<file path="config.mk">
export PLATFORM = sky130hd
export DESIGN_NAME = rx_phase_slicer
export DESIGN_NICKNAME = d
export VERILOG_FILES = /design/src/rtl/rx_phase_slicer.sv
export SDC_FILE = /design/constraint.sdc
export NUM_CORES = 1
export LEC_CHECK = 0
export BUFFER_PORTS_ARGS = -buffer_cell sky130_fd_sc_hd__buf_2
export CORE_MARGIN = 2
export CORE_UTILIZATION = 53
export DETAILED_ROUTE_END_ITERATION = 8
export PLACE_DENSITY = 0.67
export SLEW_MARGIN = 5
export SYNTH_ARGS = -nofsm -noshare
export SYNTH_HDL_FRONTEND = slang
export SYNTH_SLANG_ARGS = --single-unit
</file>
<file path="constraint.sdc">
create_clock -name clk -period 9 [get_ports clk]
set_input_delay 1.8 -clock clk [delete_from_list [all_inputs] [get_ports clk]]
set_output_delay 1.8 -clock clk [all_outputs]
set_load 0.1 [all_outputs]
</file>
<file path="src/rtl/rx_phase_slicer.sv">
// rx_phase_slicer: receive-side symbol-timing recovery and hard slicer for a
// shaped BPSK stream at UPSAMPLE samples per symbol.
//
// Energy (sum of |sample|) is accumulated separately for each sampling phase
// over a window of ACC_SYMBOLS symbols. At every window end the phase with the
// most energy is selected. After the first window the block slices the sample
// at that phase of every symbol into a hard bit.
//
// Ports:
//   clk       system clock, rising edge
//   rst       asynchronous active-low reset
//   enable    sample strobe; all state advances only when high
//   rx_in     signed IN_NBITS input sample (Q(IN_NBITS, IN_NBITS-1))
//   rx_bit    sliced bit (1 for sample >= 0), held between strobes
//   rx_valid  one-cycle strobe marking a new rx_bit
//   phase     currently selected sampling phase
//   locked    high once the first energy window has been evaluated
module rx_phase_slicer #(
    parameter int unsigned UPSAMPLE    = 4,
    parameter int unsigned IN_NBITS    = 8,
    parameter int unsigned ACC_SYMBOLS = 1024,
    localparam int unsigned PH_NBITS   = $clog2(UPSAMPLE)
) (
    input  logic                       clk,
    input  logic                       rst,
    input  logic                       enable,
    input  logic signed [IN_NBITS-1:0] rx_in,
    output logic                       rx_bit,
    output logic                       rx_valid,
    output logic [PH_NBITS-1:0]        phase,
    output logic                       locked
);

    localparam int unsigned SYM_NBITS = $clog2(ACC_SYMBOLS);
    localparam int unsigned ACC_NBITS = IN_NBITS + SYM_NBITS;

    localparam logic [PH_NBITS-1:0]  LAST_PH  = PH_NBITS'(UPSAMPLE - 1);
    localparam logic [SYM_NBITS-1:0] LAST_SYM = SYM_NBITS'(ACC_SYMBOLS - 1);

    typedef enum logic {
        ACQ   = 1'b0,
        TRACK = 1'b1
    } state_t;

    state_t                  state_q;
    state_t                  state_d;

    logic [PH_NBITS-1:0]     sample_cnt;
    logic [SYM_NBITS-1:0]    sym_cnt;
    logic [ACC_NBITS-1:0]    acc_q [UPSAMPLE];

    logic [IN_NBITS-1:0]     mag;
    logic [ACC_NBITS-1:0]    mag_ext;
    logic [ACC_NBITS-1:0]    cand [UPSAMPLE];
    logic [ACC_NBITS-1:0]    best_val;
    logic [PH_NBITS-1:0]     best_idx;
    logic [PH_NBITS-1:0]     new_phase;
    logic                    sym_end;
    logic                    win_end;
    logic                    slice_hit;

    // Magnitude as unsigned: the most negative input maps to 2^(IN_NBITS-1)
    // exactly, which still fits the unsigned IN_NBITS range.
    always_comb begin
        mag = rx_in[IN_NBITS-1] ? (IN_NBITS'(0) - $unsigned(rx_in)) : $unsigned(rx_in);
    end

    assign mag_ext = ACC_NBITS'(mag);

    assign sym_end   = enable && (sample_cnt == LAST_PH);
    assign win_end   = sym_end && (sym_cnt == LAST_SYM);
    assign slice_hit = (state_q == TRACK) && enable && (sample_cnt == phase);

    // Candidate energies at window end; the window-end sample always belongs
    // to the last phase, so only that entry picks up the current magnitude.
    always_comb begin
        for (int k = 0; k < int'(UPSAMPLE); k++) begin
            cand[k] = acc_q[k];
            if (k == int'(UPSAMPLE) - 1) begin
                cand[k] = acc_q[k] + mag_ext;
            end
        end
    end

    // Argmax with lowest-index preference; in TRACK the current phase is kept
    // whenever it is among the maxima, to avoid dithering between equal phases.
    always_comb begin
        best_val = cand[0];
        best_idx = '0;
        for (int k = 1; k < int'(UPSAMPLE); k++) begin
            if (cand[k] > best_val) begin
                best_val = cand[k];
                best_idx = PH_NBITS'(k);
            end
        end
        new_phase = best_idx;
        if ((state_q == TRACK) && (cand[phase] == best_val)) begin
            new_phase = phase;
        end
    end

    // FSM state register.
    always_ff @(posedge clk or negedge rst) begin
        if (!rst) begin
            state_q <= ACQ;
        end else begin
            state_q <= state_d;
        end
    end

    // FSM next state: one acquisition window, then tracking until reset.
    always_comb begin
        state_d = state_q;
        case (state_q)
            ACQ:     if (win_end) state_d = TRACK;
            TRACK:   state_d = TRACK;
            default: state_d = ACQ;
        endcase
    end

    // Sample-phase and symbol counters.
    always_ff @(posedge clk or negedge rst) begin
        if (!rst) begin
            sample_cnt <= '0;
            sym_cnt    <= '0;
        end else if (enable) begin
            sample_cnt <= (sample_cnt == LAST_PH) ? '0 : sample_cnt + PH_NBITS'(1);
            if (sym_end) begin
                sym_cnt <= sym_cnt + SYM_NBITS'(1);
            end
        end
    end

    // Per-phase energy accumulators; cleared at window end so the next window
    // starts on the following enabled sample with no dead cycle.
    always_ff @(posedge clk or negedge rst) begin
        if (!rst) begin
            for (int k = 0; k < int'(UPSAMPLE); k++) begin
                acc_q[k] <= '0;
            end
        end else begin
            for (int k = 0; k < int'(UPSAMPLE); k++) begin
                if (win_end) begin
                    acc_q[k] <= '0;
                end else if (enable && (sample_cnt == PH_NBITS'(k))) begin
                    acc_q[k] <= acc_q[k] + mag_ext;
                end
            end
        end
    end

    // Phase selection and lock flag.
    always_ff @(posedge clk or negedge rst) begin
        if (!rst) begin
            phase  <= '0;
            locked <= 1'b0;
        end else if (win_end) begin
            phase  <= new_phase;
            locked <= 1'b1;
        end
    end

    // Hard slicer; uses the registered phase, so the window-end sample is
    // still sliced with the previous phase.
    always_ff @(posedge clk or negedge rst) begin
        if (!rst) begin
            rx_bit   <= 1'b0;
            rx_valid <= 1'b0;
        end else begin
            rx_valid <= slice_hit;
            if (slice_hit) begin
                rx_bit <= ~rx_in[IN_NBITS-1];
            end
        end
    end

endmodule

</file>
==> results of run 1 <==
==> cells in the mapped netlist (5+ instances only) <==
library cell | number | area [sq um]
nand3_1 | 30 | 150
a211oi_1 | 12 | 90.1
buf_2 | 6 | 30.0
mux2i_1 | 28 | 280
o2111ai_1 | 7 | 61.3
mux2_2 | 10 | 113
o21ai_1 | 7 | 35.0
o21a_1 | 5 | 37.5
dfrtp_1 | 90 | 2250
o21ai_0 | 50 | 250
nand4_1 | 25 | 156
nand2_1 | 115 | 432
ha_1 | 92 | 1150
o21bai_1 | 14 | 105
nand2b_1 | 10 | 62.6
mux4_2 | 7 | 158
xnor2_1 | 59 | 517
and2_1 | 7 | 43.8
a31oi_1 | 7 | 43.8
nor2b_1 | 11 | 68.8
clkbuf_1 | 29 | 109
o221ai_1 | 6 | 52.6
nor4_1 | 7 | 43.8
inv_1 | 66 | 248
nor2_1 | 90 | 338
and3_1 | 8 | 50.1
o31ai_1 | 13 | 97.6
a21o_1 | 9 | 67.6
a21oi_1 | 91 | 455
nor3_1 | 21 | 105
xor2_1 | 22 | 193
or3_1 | 13 | 81.3
==> sequential cells by signal, indices dropped and copies added, names as in the netlist <==
register	cells
sample_cnt	2
state_q	1
rx_bit	1
acc_q	72
rx_valid	1
locked	1
sym_cnt	10
phase	2
==> routing by layer <==
layer | global-route usage, % | routed length, um
met5 | 0 | 0
met4 | 10.1 | 738
met3 | 5.96 | 2060
met2 | 46.8 | 11600
met1 | 41.4 | 11500
==> timing repair <==
item                       in CTS  in global routing
setup endpoints to repair       0                  2
hold buffers                    0                  0
hold endpoints to repair        0                  0
gates resized for setup         0                  1
==> final cells by class <==
class,instances,area (sq um)
Clock buffer,9,225
Multi-Input combinational cell,845,6000
Timing Repair Buffer,39,258
Sequential cell,90,2250
Fill cell,1469,6590
Inverter,68,255
Tap cell,216,270
Clock inverter,7,96.3
==> kinds of logic after synthesis <==
kind of cell	share of synthesized area (%)
compound gates	20.3
xor+xnor	8.37
flops	26.0
simple gates	19.3
fa+ha+maj	14.2
buf+inv	5.07
mux	6.80
==> per-stage QoR <==
stage          hold WS (ps)  std cells
2_1_floorplan           441       1043
3_3_place_gp            454       1257
3_5_place_dp            461       1257
4_1_cts                 476       1273
5_1_grt                 501       1274
6_report                473       1274
==> final timing paths <==
path	end	depth (start not counted)	from
max in group asynchronous	acc_q[57]	2	rst
worst min register to register	sym_cnt[9]	1	sym_cnt[9]
worst min-delay path	sym_cnt[9]	1	sym_cnt[9]
min in group asynchronous	sym_cnt[5]	1	rst
worst max-delay path	phase[1]	31	acc_q[63]
worst max register to register	phase[1]	31	acc_q[63]
==> report_power, final <==
part           switching (uW)  total, uW  internal [uW]
logic                     755       1290            540
clock network             199        424            225
registers                 167        666            498
==> worst reg2reg max path, delay by kind of cell, from the launching register on <==
kind / cells / cell delay (ps)
flip-flops: 1 / 520
AND/OR/NAND/NOR: 9 / 2140
AO/OA/AOI/OAI: 13 / 3180
multiplexers: 2 / 780
buffers and inverters: 4 / 810
adder cells (fa/ha/maj): 3 / 930
==> impl_metrics.py, run 1 <==
metrics = {
    "synth": {
        "synth-seq-area-share_pct": 26.0,
        "syn-cell-area_sq_mm": 0.00867,
        "yosysWarnings": 0,
        "syn_nets": 1150,
        "async_reset_ff_share_pct": 100,
        "synth_cell_types": 78,
        "syn_inst": 1043,
        "ys_ff_latch": 90,
        "synth_edf_count": 0,
        "ys.flop_type": "dfrtp_1",
        "syn_avg_cell_area_sq_um": 8.31,
    },
    "job": {
        "max-cap-violations": 0,
    },
    "floorplan": {
        "die-height_um": 132,
        "fp.dieW_um": 132,
        "rows": 46,
        "ios": 16,
        "core_sq_mm": 0.0159,
        "start_util_pct": 54.4,
        "dieArea_sq_mm": 0.0174,
    },
    "global_routing": {
        "grt_max_degree": 58,
        "grt_pass1_wl_um": 41200,
        "grt-ovfl-total": 0,
        "grt_antenna_before_repair": 0,
        "grt.total_usage_pct": 29.9,
        "grt_pass1_vias": 7539,
    },
    "power_and_ir_drop": {
        "powerDensity_mw_per_mm2": 255,
        "p_total_uw": 2380,
        "worst_ir_drop_vdd_v": 0.000175,
        "power_leakage_uw": 0.00420,
    },
    "placement": {
        "globalplace.congestion": 0.954,
        "dpl_cell_area_sq_mm": 0.00902,
        "portBuffers": 15,
        "dp_worst_setup_slack_ps": 338,
        "hpwl_um": 19700,
    },
    "timing": {
        "relSlewSlack_pct": 34.3,
        "fmax_mhz": 118,
        "worst_slew_pin_slew_ps": 975,
        "setup_viol": 0,
        "hold_viol_final": 0,
        "setup_ws_ps": 509,
        "period_needed_ps": 8490,
        "rsz0062_at_grt": "no",
        "slew_viol_final": 0,
        "fin_crit_sh_pct": 94.3,
        "finalClockSkew_ps": 11.1,
        "finalSetupTns_ps": 0,
    },
    "cells_and_area": {
        "fin_area_sq_mm": 0.00936,
        "layout_common_cells": "nand2_1 (115), ha_1 (92), a21oi_1 (91)",
        "diodes": 0,
        "layout-drive-gt1-share_pct": 9.45,
        "final_util_pct": 58.7,
        "finish.net_count": 1160,
        "layout_commonest_cell": "nand2_1",
        "area_growth_pct": 7.92,
    },
    "critical_path": {
        "rrSetupSlack_ps": 510,
        "arrival_ps": 8740,
        "crit_family": "compound AO/OA/AOI/OAI gates",
        "slowest_delay_ps": 550,
        "required_ps": 9240,
        "cp_slowest_cell": "or4_1",
        "path_class": "register to register",
        "cp-start-kind": "register",
        "setup.worst_path.end_class": "register",
        "path_max_fanout": 23,
        "critPathBufInv": 4,
    },
    "drt": {
        "ant_nets": 0,
        "vias": 7993,
        "drt-wirelength-per-cell_um": 20.3,
        "drt_iter0_drc": 844,
        "vias_per_cell": 6.27,
        "wl_um": 25900,
        "drc_errors": 0,
        "drtPass1Iterations": 6,
    },
    "clock_tree": {
        "h-tree-depth": 3,
        "post_cts_buffers": 0,
        "clock-root-buffer": "clkbuf_16",
        "clk_latency_ps": 360,
        "clkSlewWorstSetupHoldPaths_ps": 80,
        "cts_num_sinks": 90,
        "clockBufferDepth": 2,
        "numCtsBuffers": 9,
        "cts_tree": "built",
    },
    "run_status": {
        "status": "finished, final reports clean",
    },
    "worst_hold_path": {
        "hp-class": "register to register",
    },
}
Power figures use the tool's default switching activity.
==> run 2, diff against run 1 <==
--- a/config.mk
+++ b/config.mk
@@ -7,9 +7,10 @@
 export LEC_CHECK = 0
 export BUFFER_PORTS_ARGS = -buffer_cell sky130_fd_sc_hd__buf_2
 export CORE_MARGIN = 2
-export CORE_UTILIZATION = 53
+export CORE_UTILIZATION = 40
+export CTS_CLUSTER_DIAMETER = 60
 export DETAILED_ROUTE_END_ITERATION = 8
-export PLACE_DENSITY = 0.67
+export PLACE_DENSITY = 0.53
 export SLEW_MARGIN = 5
 export SYNTH_ARGS = -nofsm -noshare
 export SYNTH_HDL_FRONTEND = slang
==> impl_metrics.py, run 2 (synthesis results as in run 1) <==
metrics = {
    "clock_tree": {
        "cts_tree": "built",
        "h-tree-depth": 3,
        "numCtsBuffers": 9,
        "hold_buffers": 0,
        "clock-root-buffer": "clkbuf_16",
        "cts_resized": 0,
        "post_cts_buffers": 0,
        "clockBufferDepth": 2,
        "cts_num_sinks": 90,
        "clk_latency_ps": 370,
        "clkSlewWorstSetupHoldPaths_ps": 80,
    },
    "floorplan": {
        "dieArea_sq_mm": 0.0229,
        "ios": 16,
        "die-height_um": 151,
        "fp.dieW_um": 151,
        "start_util_pct": 41.0,
        "core_sq_mm": 0.0212,
        "rows": 53,
    },
    "drt": {
        "vias": 7749,
        "wl_um": 27900,
        "ant_nets": 0,
        "vias_per_cell": 5.78,
        "drt-wirelength-per-cell_um": 20.8,
        "drtPass1Iterations": 5,
        "drt_iter0_drc": 545,
        "drc_errors": 0,
    },
    "timing": {
        "rsz0062_at_grt": "no",
        "finalClockSkew_ps": 11.5,
        "worst_slew_pin_slew_ps": 954,
        "period_needed_ps": 8370,
        "finalSetupTns_ps": 0,
        "fmax_mhz": 119,
        "slew_viol_final": 0,
        "relSlewSlack_pct": 35.9,
        "hold_viol_final": 0,
        "setup_viol": 0,
        "fin_crit_sh_pct": 93.0,
    },
    "cells_and_area": {
        "largestRegisters": "acc_q x72, sym_cnt x10",
        "final-seq-area_sq_mm": 0.00225,
        "diodes": 0,
        "regMostFlops": "acc_q",
        "multi_input_area_sq_mm": 0.00599,
        "layout_commonest_cell": "nand2_1",
        "layout-drive-gt1-share_pct": 10.1,
        "largest_register_ffs": 72,
        "finish.net_count": 1168,
        "layout_common_cells": "nand2_1 (115), ha_1 (92), a21oi_1 (91)",
        "area_growth_pct": 9.42,
        "fin_area_sq_mm": 0.00949,
        "fillCellCount": 2107,
    },
    "global_routing": {
        "grt.total_usage_pct": 25.5,
        "grt_antenna_before_repair": 0,
        "grt-ovfl-total": 0,
        "grt_max_degree": 53,
        "grt_pass1_wl_um": 44000,
        "grt_pass1_vias": 7605,
    },
    "critical_path": {
        "setup.worst_path.end": "phase[1]",
        "crit_top_cell": "nand4_1",
        "arrival_ps": 8620,
        "rr_worst_depth": 28,
        "rrSetupSlack_ps": 630,
        "required_ps": 9250,
        "reg2reg_to": "phase[1]",
        "path_class": "register to register",
        "r2r_start": "acc_q[65]",
        "startpoint": "acc_q[65]",
        "cp_slowest_cell": "or4_1",
        "path_max_fanout": 18,
        "slowest_delay_ps": 550,
        "setup.worst_path.end_class": "register",
        "cp-start-kind": "register",
    },
    "placement": {
        "dpl_cell_area_sq_mm": 0.00918,
        "hpwl_um": 21300,
        "globalplace.congestion": 0.989,
        "portBuffers": 15,
    },
    "power_and_ir_drop": {
        "power_leakage_uw": 0.00424,
        "powerDensity_mw_per_mm2": 252,
        "worst_ir_drop_vdd_v": 0.000148,
    },
    "job": {
        "max-cap-violations": 0,
    },
    "worst_hold_path": {
        "hp-class": "register to register",
    },
    "run_status": {
        "status": "finished, final reports clean",
    },
}
## run 2: cell count changes in the layout (fill, tap and decap cells not counted), sizes merged
cell,delta
buf,+9
nor2,-1
## run 2: report_power, final
group / total [uW] / internal (uW) / switching (uW) / leakage, uW
sequential: 639 / 499 / 140 / 0.00113
combinational: 1340 / 552 / 786 / 0.00295
clock: 416 / 221 / 195 / 0.000149
total: 2390 / 1270 / 1120 / 0.00424
## run 2: final cells by class
type                       instances  area share, %
clock buffer                       9           2.37
sequential                        90           23.7
timing repair buffer              48           3.56
multi-input combinational        844           63.1
inverter                          68           2.69
tap                              275           3.63
clock inverter                     7          0.884
## run 2: per-layer routing
| layer | part of all wire, % | wire, um | up-vias | global-route usage, % |
|---|---|---|---|---|
| met2 | 45 | 12700 | 194 | 41.2 |
| li1 | - | - | 3803 | - |
| met4 | 3.0 | 838 | 0 | 9.11 |
| met5 | 0 | 0 | - | 0 |
| met1 | 48 | 13300 | 3704 | 35.4 |
| met3 | 3.8 | 1060 | 48 | 2.77 |
## run 2: metrics by stage
stage               utilization [%]  hold WS (ps)  instances  setup WS, ps  total power (uW)
floorplan                         -           441       1043          1370              1570
global placement               43.4           451       1325           779              1960
detailed placement             43.4           452       1325           716              1960
CTS                            44.8           473       1341           768              2390
global route                   44.8           485       1341           231              2600
finish                         44.8           471       1341           626              2390
## run 2: critical path, delay by kind of cell, from the launching register on
kind	cells	cell delay [ps]
buffers and inverters	2	350
adder cells (fa/ha/maj)	3	850
flip-flops	1	440
AO/OA/AOI/OAI	10	2630
multiplexers	3	1180
AND/OR/NAND/NOR	10	2770
## run 2: worst min-delay path by stage
stage | start | endpoint | slack [ps] | cells after the start
2_1_floorplan | sym_cnt[9] | sym_cnt[9] | 440 | 1
3_3_place_gp | locked | locked | 450 | 1
3_5_place_dp | locked | locked | 450 | 1
4_1_cts | sym_cnt[9] | sym_cnt[9] | 470 | 1
5_1_grt | sym_cnt[9] | sym_cnt[9] | 480 | 1
6_report | sym_cnt[9] | sym_cnt[9] | 470 | 1
==> run 3, diff against run 2 <==
--- a/config.mk
+++ b/config.mk
@@ -6,11 +6,14 @@
 export NUM_CORES = 1
 export LEC_CHECK = 0
 export BUFFER_PORTS_ARGS = -buffer_cell sky130_fd_sc_hd__buf_2
+export CELL_PAD_IN_SITES_DETAIL_PLACEMENT = 1
+export CELL_PAD_IN_SITES_GLOBAL_PLACEMENT = 1
 export CORE_MARGIN = 2
 export CORE_UTILIZATION = 40
+export CTS_BUF_LIST = sky130_fd_sc_hd__clkbuf_4
 export CTS_CLUSTER_DIAMETER = 60
 export DETAILED_ROUTE_END_ITERATION = 8
-export PLACE_DENSITY = 0.53
+export PLACE_DENSITY = 0.67
 export SLEW_MARGIN = 5
 export SYNTH_ARGS = -nofsm -noshare
 export SYNTH_HDL_FRONTEND = slang
==> impl_metrics.py, run 3 (synthesis results as in run 1) <==
metrics = {
    "power_and_ir_drop": {
        "power_leakage_uw": 0.00419,
        "worst_ir_drop_vdd_v": 0.000128,
        "seqPwrFrac_pct": 29.2,
        "swShare_pct": 50.1,
        "powerDensity_mw_per_mm2": 243,
        "pwr-share-comb_pct": 59.2,
        "p_int_uw": 1140,
        "switchingPower_uw": 1140,
        "p_clk_share_pct": 11.7,
    },
    "critical_path": {
        "cp_slowest_cell": "or4_1",
        "required_ps": 9400,
        "cp-start-kind": "register",
        "path_max_fanout": 22,
        "slowest_delay_ps": 570,
        "rrSetupSlack_ps": 550,
        "path_class": "register to register",
        "setup.worst_path.end_class": "register",
        "arrival_ps": 8850,
        "rr_worst_depth": 29,
    },
    "run_status": {
        "status": "finished, final reports clean",
    },
    "clock_tree": {
        "numCtsBuffers": 9,
        "clock-root-buffer": "clkbuf_4",
        "post_cts_buffers": 0,
        "cts_resized": 0,
        "cts_num_sinks": 90,
        "h-tree-depth": 3,
        "clockBufferDepth": 2,
        "cts_tree": "built",
        "clkSlewWorstSetupHoldPaths_ps": 170,
        "hold_buffers": 0,
        "clk_latency_ps": 510,
    },
    "global_routing": {
        "grt_pass1_vias": 8231,
        "grt_max_degree": 63,
        "grt-ovfl-total": 0,
        "grt_pass1_wl_um": 48200,
        "grt.total_usage_pct": 27.9,
        "grt_antenna_before_repair": 1,
    },
    "cells_and_area": {
        "area_growth_pct": 7.97,
        "layout-drive-gt1-share_pct": 10.5,
        "fillCellCount": 2553,
        "final_util_pct": 44.2,
        "regMostFlops": "acc_q",
        "multi_input_area_sq_mm": 0.00599,
        "finish.net_count": 1172,
        "largest_register_ffs": 72,
        "final-seq-area_sq_mm": 0.00225,
        "layout_commonest_cell": "nand2_1",
        "largestRegisters": "acc_q x72, sym_cnt x10",
        "layout_common_cells": "nand2_1 (115), ha_1 (92), a21oi_1 (91)",
    },
    "floorplan": {
        "start_util_pct": 41.0,
        "dieArea_sq_mm": 0.0229,
        "die-height_um": 151,
        "ios": 16,
        "core_sq_mm": 0.0212,
        "fp.dieW_um": 151,
        "rows": 53,
    },
    "timing": {
        "worst_slew_pin_slew_ps": 993,
        "fin_crit_sh_pct": 93.9,
        "slew_viol_final": 0,
        "period_needed_ps": 8450,
        "setup_viol": 0,
        "hold_viol_final": 0,
        "setup_ws_ps": 548,
        "fmax_mhz": 118,
        "relSlewSlack_pct": 33.3,
        "rsz0062_at_grt": "no",
        "finalSetupTns_ps": 0,
        "finalClockSkew_ps": 18.2,
    },
    "drt": {
        "drt_iter0_drc": 448,
        "vias": 8019,
        "wl_um": 30100,
        "drtPass1Iterations": 5,
        "drt-wirelength-per-cell_um": 22.4,
        "drc_errors": 0,
        "ant_nets": 0,
        "vias_per_cell": 5.96,
    },
    "worst_hold_path": {
        "holdPathStages": 1,
        "hp-class": "register to register",
    },
    "placement": {
        "portBuffers": 15,
        "hpwl_um": 23700,
        "dp_worst_setup_slack_ps": 504,
        "globalplace.congestion": 0.930,
    },
    "job": {
        "max-cap-violations": 0,
    },
}
-- run 3: cell types whose count changed in the layout (fill, tap and decap cells not counted), sizes merged --
cell / previous run / this run
buf: 48 / 52
clkbuf: 9 / 11
clkinvlp: 1 / 2
diode: 0 / 1
inv: 71 / 68
-- run 3: final timing paths --
check / from / to
hold / removal: sym_cnt[8] / sym_cnt[8]
min in group asynchronous: rst / sym_cnt[5]
hold reg to reg: sym_cnt[8] / sym_cnt[8]
setup / recovery: acc_q[63] / phase[1]
setup reg to reg: acc_q[63] / phase[1]
max in group asynchronous: rst / acc_q[50]
-- run 3: stage by stage --
step	hold WS, ps	cells	power [uW]	cell area, sq um
after floorplan	441	1043	1570	8670
after global placement	446	1329	1970	9210
after detailed placement	463	1329	2000	9210
after CTS	485	1345	2280	9350
after global routing	511	1346	2480	9360
final	488	1346	2280	9360
-- run 3: per-layer routing --
| layer | GRT usage, % | vias to the layer above | share of wire [%] |
|---|---|---|---|
| met1 | 38.7 | 4023 | 48 |
| met4 | 9.72 | 0 | 2.8 |
| met2 | 44.4 | 152 | 46 |
| met3 | 3.89 | 52 | 4.0 |
| li1 | - | 3792 | - |
| met5 | 0 | - | 0 |
-- run 3: worst max-delay path: cells and delay by family (launching register included) --
kind,cells,cell delay [ps]
simple gates,9,2360
flops,1,550
compound gates,13,3220
mux,2,780
fa+ha+maj,3,950
buf+inv,2,470
-- run 3: area by class of cell --
cell class                      count  share of cell area (%)
Antenna cell                        1                  0.0267
Clock buffer                       11                   0.882
Clock inverter                      5                   0.668
Inverter                           68                    2.73
Multi-Input combinational cell    844                    64.0
Sequential cell                    90                    24.1
Tap cell                          275                    3.68
Timing Repair Buffer               52                    3.93
-- run 3: power groups by stage --
| stage | combinational [uW] | clock, uW | sequential, uW |
|---|---|---|---|
| floorplan | 975 | 0 | 600 |
| global placement | 1310 | 0 | 665 |
| detailed placement | 1330 | 0 | 668 |
| CTS | 1350 | 270 | 660 |
| global route | 1520 | 285 | 677 |
| finish | 1350 | 266 | 664 |
